<file path="config.mk">
export PLATFORM = sky130hd
export DESIGN_NAME = weight_scheduler_flat
export DESIGN_NICKNAME = d
export VERILOG_FILES = /design/src/rtl/weight_scheduler_if.sv /design/src/rtl/weight_scheduler.sv /design/src/flat_wrapper.sv
export SDC_FILE = /design/constraint.sdc
export NUM_CORES = 1
export LEC_CHECK = 0
export ABC_AREA = 0
export ABC_CLOCK_PERIOD_IN_PS = 2000
export CAP_MARGIN = 20
export CORE_AREA = 2 2 74 76
export CTS_CLUSTER_DIAMETER = 100
export DETAILED_ROUTE_END_ITERATION = 8
export DIE_AREA = 0 0 76 78
export PLACE_DENSITY = 0.74
export SETUP_SLACK_MARGIN = 0.3
export SLEW_MARGIN = 10
export SYNTH_ARGS = -nofsm -noshare
export SYNTH_HDL_FRONTEND = slang
export SYNTH_SLANG_ARGS = --single-unit
</file>
<file path="constraint.sdc">
create_clock -name clk_i -period 2 [get_ports clk_i]
set_input_delay 0.3 -clock clk_i [delete_from_list [all_inputs] [get_ports clk_i]]
set_output_delay 0.3 -clock clk_i [all_outputs]
set_load 0.01 [all_outputs]
</file>
<file path="src/rtl/weight_scheduler_if.sv">
// Error-path bus between the error combiner and the weight scheduler.
// Handshake: error_valid_i alone qualifies error_comb_i. There is no ready;
// the scheduler consumes a sample on every clock edge where error_valid_i=1.
// Weights, locked_o and state_o flow back to the combiner side.
interface weight_scheduler_if #(
  parameter int WEIGHT_WIDTH = 4,
  parameter int ERROR_WIDTH  = 5
);
  logic signed [ERROR_WIDTH-1:0]  error_comb_i;
  logic                           error_valid_i;
  logic signed [WEIGHT_WIDTH-1:0] weight_0_o;
  logic signed [WEIGHT_WIDTH-1:0] weight_1_o;
  logic signed [WEIGHT_WIDTH-1:0] weight_2_o;
  logic signed [WEIGHT_WIDTH-1:0] weight_3_o;
  logic                           locked_o;
  logic [1:0]                     state_o;

  // Combiner side: produces errors, consumes weights.
  modport master (
    output error_comb_i, error_valid_i,
    input  weight_0_o, weight_1_o, weight_2_o, weight_3_o, locked_o, state_o
  );

  // Scheduler side: consumes errors, produces weights.
  modport slave (
    input  error_comb_i, error_valid_i,
    output weight_0_o, weight_1_o, weight_2_o, weight_3_o, locked_o, state_o
  );
endinterface

</file>
<file path="src/rtl/weight_scheduler.sv">
// ADPLL weight scheduler: holds the combiner on the coarse detector during
// acquisition, ramps the four weights one step per sample toward the tracking
// blend once lock is seen, and falls back to acquisition on loss of lock.
module weight_scheduler #(
  parameter int WEIGHT_WIDTH  = 4,
  parameter int ERROR_WIDTH   = 5,
  parameter int LOCK_THRESH   = 2,
  parameter int LOCK_COUNT    = 16,
  parameter int UNLOCK_THRESH = 8,
  parameter int UNLOCK_COUNT  = 4,
  parameter int TRK_W0        = 1,
  parameter int TRK_W1        = 2,
  parameter int TRK_W2        = 2,
  parameter int TRK_W3        = 2
) (
  input logic               clk_i,
  input logic               reset_i,
  weight_scheduler_if.slave bus
);

  typedef enum logic [1:0] {
    ST_ACQUIRE = 2'b00,
    ST_SETTLE  = 2'b01,
    ST_TRACK   = 2'b10,
    ST_UNUSED  = 2'b11
  } state_t;

  localparam int WMAX_I = (1 << (WEIGHT_WIDTH - 1)) - 1;

  localparam logic signed [WEIGHT_WIDTH-1:0] WMAX   = WMAX_I[WEIGHT_WIDTH-1:0];
  localparam logic signed [WEIGHT_WIDTH-1:0] WZERO  = '0;
  localparam logic signed [WEIGHT_WIDTH-1:0] WONE   = 1;
  localparam logic signed [WEIGHT_WIDTH-1:0] TGT_W0 = TRK_W0[WEIGHT_WIDTH-1:0];
  localparam logic signed [WEIGHT_WIDTH-1:0] TGT_W1 = TRK_W1[WEIGHT_WIDTH-1:0];
  localparam logic signed [WEIGHT_WIDTH-1:0] TGT_W2 = TRK_W2[WEIGHT_WIDTH-1:0];
  localparam logic signed [WEIGHT_WIDTH-1:0] TGT_W3 = TRK_W3[WEIGHT_WIDTH-1:0];

  // One extra bit so |err| = 2^(E-1) compares correctly against thresholds.
  localparam logic [ERROR_WIDTH:0] LOCK_TH   = LOCK_THRESH[ERROR_WIDTH:0];
  localparam logic [ERROR_WIDTH:0] UNLOCK_TH = UNLOCK_THRESH[ERROR_WIDTH:0];

  // Counter values on which the next qualifying sample completes the count.
  localparam logic [7:0] LOCK_LAST   = 8'(LOCK_COUNT - 1);
  localparam logic [7:0] UNLOCK_LAST = 8'(UNLOCK_COUNT - 1);

  state_t                         r_state;
  logic signed [WEIGHT_WIDTH-1:0] r_w0, r_w1, r_w2, r_w3;
  logic [7:0]                     r_lock_cnt;
  logic [7:0]                     r_unlock_cnt;
  logic                           r_locked;

  logic [ERROR_WIDTH-1:0]         w_err_abs;
  logic                           w_in_lock;
  logic                           w_out_lock;
  logic signed [WEIGHT_WIDTH-1:0] w_nxt_w0, w_nxt_w1, w_nxt_w2, w_nxt_w3;
  logic                           w_ramp_done;

  // Move a weight one step toward its target; hold once it is there.
  function automatic logic signed [WEIGHT_WIDTH-1:0] step_toward(
    input logic signed [WEIGHT_WIDTH-1:0] cur,
    input logic signed [WEIGHT_WIDTH-1:0] tgt
  );
    if (cur < tgt)      return cur + WONE;
    else if (cur > tgt) return cur - WONE;
    else                return cur;
  endfunction

  // Magnitude taken modulo 2^E: the most negative error maps to 2^(E-1).
  assign w_err_abs  = bus.error_comb_i[ERROR_WIDTH-1] ? $unsigned(-bus.error_comb_i)
                                                      : $unsigned(bus.error_comb_i);
  assign w_in_lock  = ({1'b0, w_err_abs} <= LOCK_TH);
  assign w_out_lock = ({1'b0, w_err_abs} >  UNLOCK_TH);

  // Candidate ramp step and whether it lands every weight on its target.
  always_comb begin
    w_nxt_w0    = step_toward(r_w0, TGT_W0);
    w_nxt_w1    = step_toward(r_w1, TGT_W1);
    w_nxt_w2    = step_toward(r_w2, TGT_W2);
    w_nxt_w3    = step_toward(r_w3, TGT_W3);
    w_ramp_done = (w_nxt_w0 == TGT_W0) && (w_nxt_w1 == TGT_W1) &&
                  (w_nxt_w2 == TGT_W2) && (w_nxt_w3 == TGT_W3);
  end

  // Acquire / settle / track state machine with registered weights and flags.
  always_ff @(posedge clk_i or posedge reset_i) begin
    if (reset_i) begin
      r_state      <= ST_ACQUIRE;
      r_w0         <= WMAX;
      r_w1         <= WZERO;
      r_w2         <= WZERO;
      r_w3         <= WZERO;
      r_lock_cnt   <= '0;
      r_unlock_cnt <= '0;
      r_locked     <= 1'b0;
    end else if (r_state == ST_UNUSED) begin
      // Illegal encoding recovers without waiting for a sample.
      r_state      <= ST_ACQUIRE;
      r_w0         <= WMAX;
      r_w1         <= WZERO;
      r_w2         <= WZERO;
      r_w3         <= WZERO;
      r_lock_cnt   <= '0;
      r_unlock_cnt <= '0;
      r_locked     <= 1'b0;
    end else if (bus.error_valid_i) begin
      case (r_state)
        ST_ACQUIRE: begin
          r_w0 <= WMAX;
          r_w1 <= WZERO;
          r_w2 <= WZERO;
          r_w3 <= WZERO;
          if (w_in_lock) begin
            if (r_lock_cnt == LOCK_LAST) begin
              r_state    <= ST_SETTLE;
              r_lock_cnt <= '0;
            end else begin
              r_lock_cnt <= r_lock_cnt + 8'd1;
            end
          end else begin
            r_lock_cnt <= '0;
          end
        end

        ST_SETTLE: begin
          if (w_out_lock) begin
            // Abort: snap back, the step on this sample never happens.
            r_state <= ST_ACQUIRE;
            r_w0    <= WMAX;
            r_w1    <= WZERO;
            r_w2    <= WZERO;
            r_w3    <= WZERO;
          end else begin
            r_w0 <= w_nxt_w0;
            r_w1 <= w_nxt_w1;
            r_w2 <= w_nxt_w2;
            r_w3 <= w_nxt_w3;
            if (w_ramp_done) begin
              r_state  <= ST_TRACK;
              r_locked <= 1'b1;
            end
          end
        end

        ST_TRACK: begin
          if (w_out_lock) begin
            if (r_unlock_cnt == UNLOCK_LAST) begin
              r_state      <= ST_ACQUIRE;
              r_w0         <= WMAX;
              r_w1         <= WZERO;
              r_w2         <= WZERO;
              r_w3         <= WZERO;
              r_locked     <= 1'b0;
              r_lock_cnt   <= '0;
              r_unlock_cnt <= '0;
            end else begin
              r_unlock_cnt <= r_unlock_cnt + 8'd1;
            end
          end else begin
            r_unlock_cnt <= '0;
          end
        end

        default: begin
          r_state <= ST_ACQUIRE;
        end
      endcase
    end
  end

  assign bus.weight_0_o = r_w0;
  assign bus.weight_1_o = r_w1;
  assign bus.weight_2_o = r_w2;
  assign bus.weight_3_o = r_w3;
  assign bus.locked_o   = r_locked;
  assign bus.state_o    = r_state;

endmodule

</file>
<file path="src/flat_wrapper.sv">
// flat-port wrapper written by rule: the top's interface ports become plain ports
module weight_scheduler_flat 
#(
  parameter int WEIGHT_WIDTH  = 4,
  parameter int ERROR_WIDTH   = 5,
  parameter int LOCK_THRESH   = 2,
  parameter int LOCK_COUNT    = 16,
  parameter int UNLOCK_THRESH = 8,
  parameter int UNLOCK_COUNT  = 4,
  parameter int TRK_W0        = 1,
  parameter int TRK_W1        = 2,
  parameter int TRK_W2        = 2,
  parameter int TRK_W3        = 2
)
  (clk_i, reset_i, bus_error_comb_i, bus_error_valid_i, bus_weight_0_o, bus_weight_1_o, bus_weight_2_o, bus_weight_3_o, bus_locked_o, bus_state_o);
  weight_scheduler_if #(.WEIGHT_WIDTH(WEIGHT_WIDTH), .ERROR_WIDTH(ERROR_WIDTH)) bus_i ();
  input logic clk_i;
  input logic reset_i;
  input wire logic [$bits(bus_i.error_comb_i)-1:0] bus_error_comb_i;
  input wire logic [$bits(bus_i.error_valid_i)-1:0] bus_error_valid_i;
  output wire logic [$bits(bus_i.weight_0_o)-1:0] bus_weight_0_o;
  output wire logic [$bits(bus_i.weight_1_o)-1:0] bus_weight_1_o;
  output wire logic [$bits(bus_i.weight_2_o)-1:0] bus_weight_2_o;
  output wire logic [$bits(bus_i.weight_3_o)-1:0] bus_weight_3_o;
  output wire logic [$bits(bus_i.locked_o)-1:0] bus_locked_o;
  output wire logic [$bits(bus_i.state_o)-1:0] bus_state_o;
  assign bus_i.error_comb_i = bus_error_comb_i;
  assign bus_i.error_valid_i = bus_error_valid_i;
  assign bus_weight_0_o = bus_i.weight_0_o;
  assign bus_weight_1_o = bus_i.weight_1_o;
  assign bus_weight_2_o = bus_i.weight_2_o;
  assign bus_weight_3_o = bus_i.weight_3_o;
  assign bus_locked_o = bus_i.locked_o;
  assign bus_state_o = bus_i.state_o;
  weight_scheduler #(.WEIGHT_WIDTH(WEIGHT_WIDTH), .ERROR_WIDTH(ERROR_WIDTH), .LOCK_THRESH(LOCK_THRESH), .LOCK_COUNT(LOCK_COUNT), .UNLOCK_THRESH(UNLOCK_THRESH), .UNLOCK_COUNT(UNLOCK_COUNT), .TRK_W0(TRK_W0), .TRK_W1(TRK_W1), .TRK_W2(TRK_W2), .TRK_W3(TRK_W3)) u_core (.clk_i(clk_i), .reset_i(reset_i), .bus(bus_i));
endmodule
</file>
==> results_dict.tcl <==
set metrics [dict create \
    status "finished, violations left" \
    failed_checks "negative setup slack" \
    synth_cells 302 \
    antenna_found_initial 0 \
    p_leak_nw 1.923 \
    track_usage 0.2526 \
    worstPathRequired_ns 2.20 \
    wirelength_um 8530 \
    rsz0062_at_grt "true" \
    cp_slowest_stage_delay_ns 0.47 \
    placed_cells 439 \
    peakVddDrop_mv 0.4598 \
    drt_first_pass_iters 4 \
    core_area_um2 5042 \
    hp-class "in -> async" \
    die_area_um2 5928 \
    seq_area_frac_synth 0.3472 \
    cts-root-buf "clkbuf_8" \
    syn_nets 325 \
    crit_path_start "u_core.r_unlock_cnt[0]" \
    p_comb_frac 0.315 \
    swShare 0.3140 \
    p_sw_uw 578.0 \
    slew_headroom 0.6921 \
    grt_pass1_vias 2602 \
    cts_tree "built" \
    grt_max_degree 36 \
    gr-total-overflow 0 \
    cpLargestDelayFamily "simple AND/OR/NAND/NOR gates" \
    fin_nets 432 \
    postRouteAntennaNets 0 \
    cap_violations 0 \
    gp_congestion 0.8088 \
    crit_buf_inv 0 \
    cts_htree_levels 2 \
    port_buffers 26 \
    clkSlewWorstSetupHoldPaths_ns 0.07 \
    cp_cell_sequence "ha_2 > or4b_4 > nor4_4 > and3_4 > a21oi_4 > or3_4 > o31ai_2" \
    drive_above_1_share 0.4512 \
    clk_latency_ns 0.29 \
    final-instance-count-excl-fill 480 \
    io_pins 27 \
    post-route-min-period_ns 2.221 \
    synth_largest_type_area_fraction 0.3160 \
    yosysTopAreaCell "dfrtp_1" \
    die_y_um 78 \
    vias 2776 \
    crit_type "reg -> reg" \
    yosysMostFrequentCell "dfrtp_1" \
    yosysUniqueCellTypes 51 \
    synth-edff-count 0 \
    power_frac_seq 0.415 \
    start_kind "register" \
    yosys_warnings 0 \
    finalWorstSetupSlack_ns -0.2206 \
    tightest_slew_ns 0.4618 \
    pwr-share-clk 0.271 \
    detailed_place.area_um2 3322 \
    cts_sinks 35 \
    syn-cell-area_um2 2534 \
    cts_made_buffers 5 \
    grt_first_pass_wirelength_um 12160 \
    first_iter_violations 184 \
    avgSynthCellArea_um2 8.390 \
    synth_common_cells "dfrtp_1 (32), nor2_1 (29), o21ai_0 (26), nand2_1 (25), inv_1 (22)" \
    p_int_mw 1.263 \
    dp_hpwl_um 4621 \
    fin_total_pwr_mw 1.841 \
    crit_fanout 5 \
    crit-reg2reg-launch "u_core.r_unlock_cnt[0]" \
    setup_viol 34 \
    fp.dieW_um 76 \
    synth.area.top_cells "dfrtp_1 (32%), ha_1 (7.4%), o21ai_0 (5.1%)" \
    end_kind "register" \
    clockBufferDepth 2 \
    drc 0 \
    power.density_nw_per_um2 450.3 \
    ys_ff_latch 35 \
    synthArstFlopShare 1.000 \
    area_growth_syn_to_layout_pct 61.33 \
    drv_slew 0 \
    ys.flop_type "dfrtp_1" \
    final-hold-violation-count 0 \
    final_cell_area_um2 4088 \
    min_period_over_period 1.110 \
    drt-vias-per-instance 5.783 \
    worstPathArrival_ns 2.42 \
    num_antenna_cells 0 \
    wl_per_cell_um 17.77 \
    initial_utilization 0.5025 \
    rows 26 \
    fmax_mhz 450.3 \
    skew_ns 0.004347 \
    cpMaxStageDelayCell "or4b_4" \
    hold_buffers 0 \
]
[repair_timing]
| item | CTS | global route |
|---|---|---|
| cloned | 3 | 1 |
| setup buffers | 14 | 15 |
| resized for setup | 61 | 69 |
| pin swaps | 23 | 29 |
| setup endpoints to repair | 42 | 46 |
[placed cells by master (no fill, tap or decap), types with 9 or more instances in the layout]
cell type,synthesis,final
a21oi_1,20,11
buf_4,1,76
clkdlybuf4s50_1,0,10
dfrtp_1,32,24
ha_1,15,10
inv_1,22,14
nand2_1,25,21
nand3_1,11,10
nor2_1,29,25
nor2b_1,10,9
o21ai_2,0,12
[registers in the layout, summed over array words and instances, names as in the netlist]
name / cells
u_core.r_lock_cnt: 8
u_core.r_unlock_cnt: 8
u_core.bus.weight_0_o: 4
u_core.bus.weight_1_o: 4
u_core.bus.weight_2_o: 4
u_core.bus.weight_3_o: 4
u_core.bus.state_o: 2
u_core.bus.locked_o: 1
[metrics by stage]
step                setup TNS (ns)  setup WS [ns]  utilization  hold WS [ns]
global route                -6.246        -0.2883       0.8107        0.4539
global placement            -18.22        -0.5970       0.6588        0.4733
floorplan                  -0.4900        -0.1167            -        0.4455
CTS                         -1.935        -0.1839       0.7437        0.4212
finish                      -3.804        -0.2206       0.8107        0.4060
detailed placement          -20.65        -0.6854       0.6588        0.4796
[metal layers]
layer / vias to the layer above / GRT usage / share of wire
li1: 1299 / - / -
met1: 1348 / 0.3287 / 0.43
met2: 93 / 0.4170 / 0.50
met3: 36 / 0.04186 / 0.038
met4: 0 / 0.1109 / 0.032
met5: - / 0 / 0
[layout make-up]
type | count | area [um2]
Timing Repair Buffer | 114 | 1030
Fill cell | 293 | 954.7
Inverter | 22 | 86.33
Sequential cell | 35 | 889.6
Tap cell | 70 | 87.58
Clock buffer | 7 | 76.32
Clock inverter | 1 | 5.005
Multi-Input combinational cell | 231 | 1913
[kinds of logic after synthesis]
kind of cell / Yosys count / share of synthesized area
AND/OR/NAND/NOR: 115 / 0.2459
AO/OA/AOI/OAI: 88 / 0.2277
XOR/XNOR: 12 / 0.04148
adder cells (fa/ha/maj): 15 / 0.07407
buffers and inverters: 36 / 0.05975
flip-flops: 35 / 0.3472
multiplexers: 1 / 0.003951
[worst paths after layout]
kind | end | slack [ns] | cells after the start
min in group clk_i | u_core.r_lock_cnt[0] | 0.51 | 1
setup / recovery | u_core.r_lock_cnt[6] | -0.22 | 7
hold reg to reg | u_core.r_lock_cnt[0] | 0.51 | 1
max in group asynchronous | u_core.bus.weight_0_o[1] | 1.24 | 3
hold / removal | u_core.r_unlock_cnt[4] | 0.41 | 3
setup reg to reg | u_core.r_lock_cnt[6] | -0.22 | 7
[power groups by stage]
stage	Sequential [mW]	Clock, mW	Combinational, mW
floorplan	0.774	0	0.215
global placement	0.770	0	0.383
detailed placement	0.771	0	0.394
CTS	0.757	0.504	0.468
global route	0.765	0.537	0.617
finish	0.764	0.498	0.579
[worst reg2reg max path, cell delays in order (launching register included)]
cell and delay, ns:
dfrtp_1 0.37, ha_2 0.18, or4b_4 0.47, nor4_4 0.20, and3_4 0.25, a21oi_4 0.07, or3_4 0.38, o31ai_2 0.21
No activity file was read; power rests on OpenSTA's default activity.
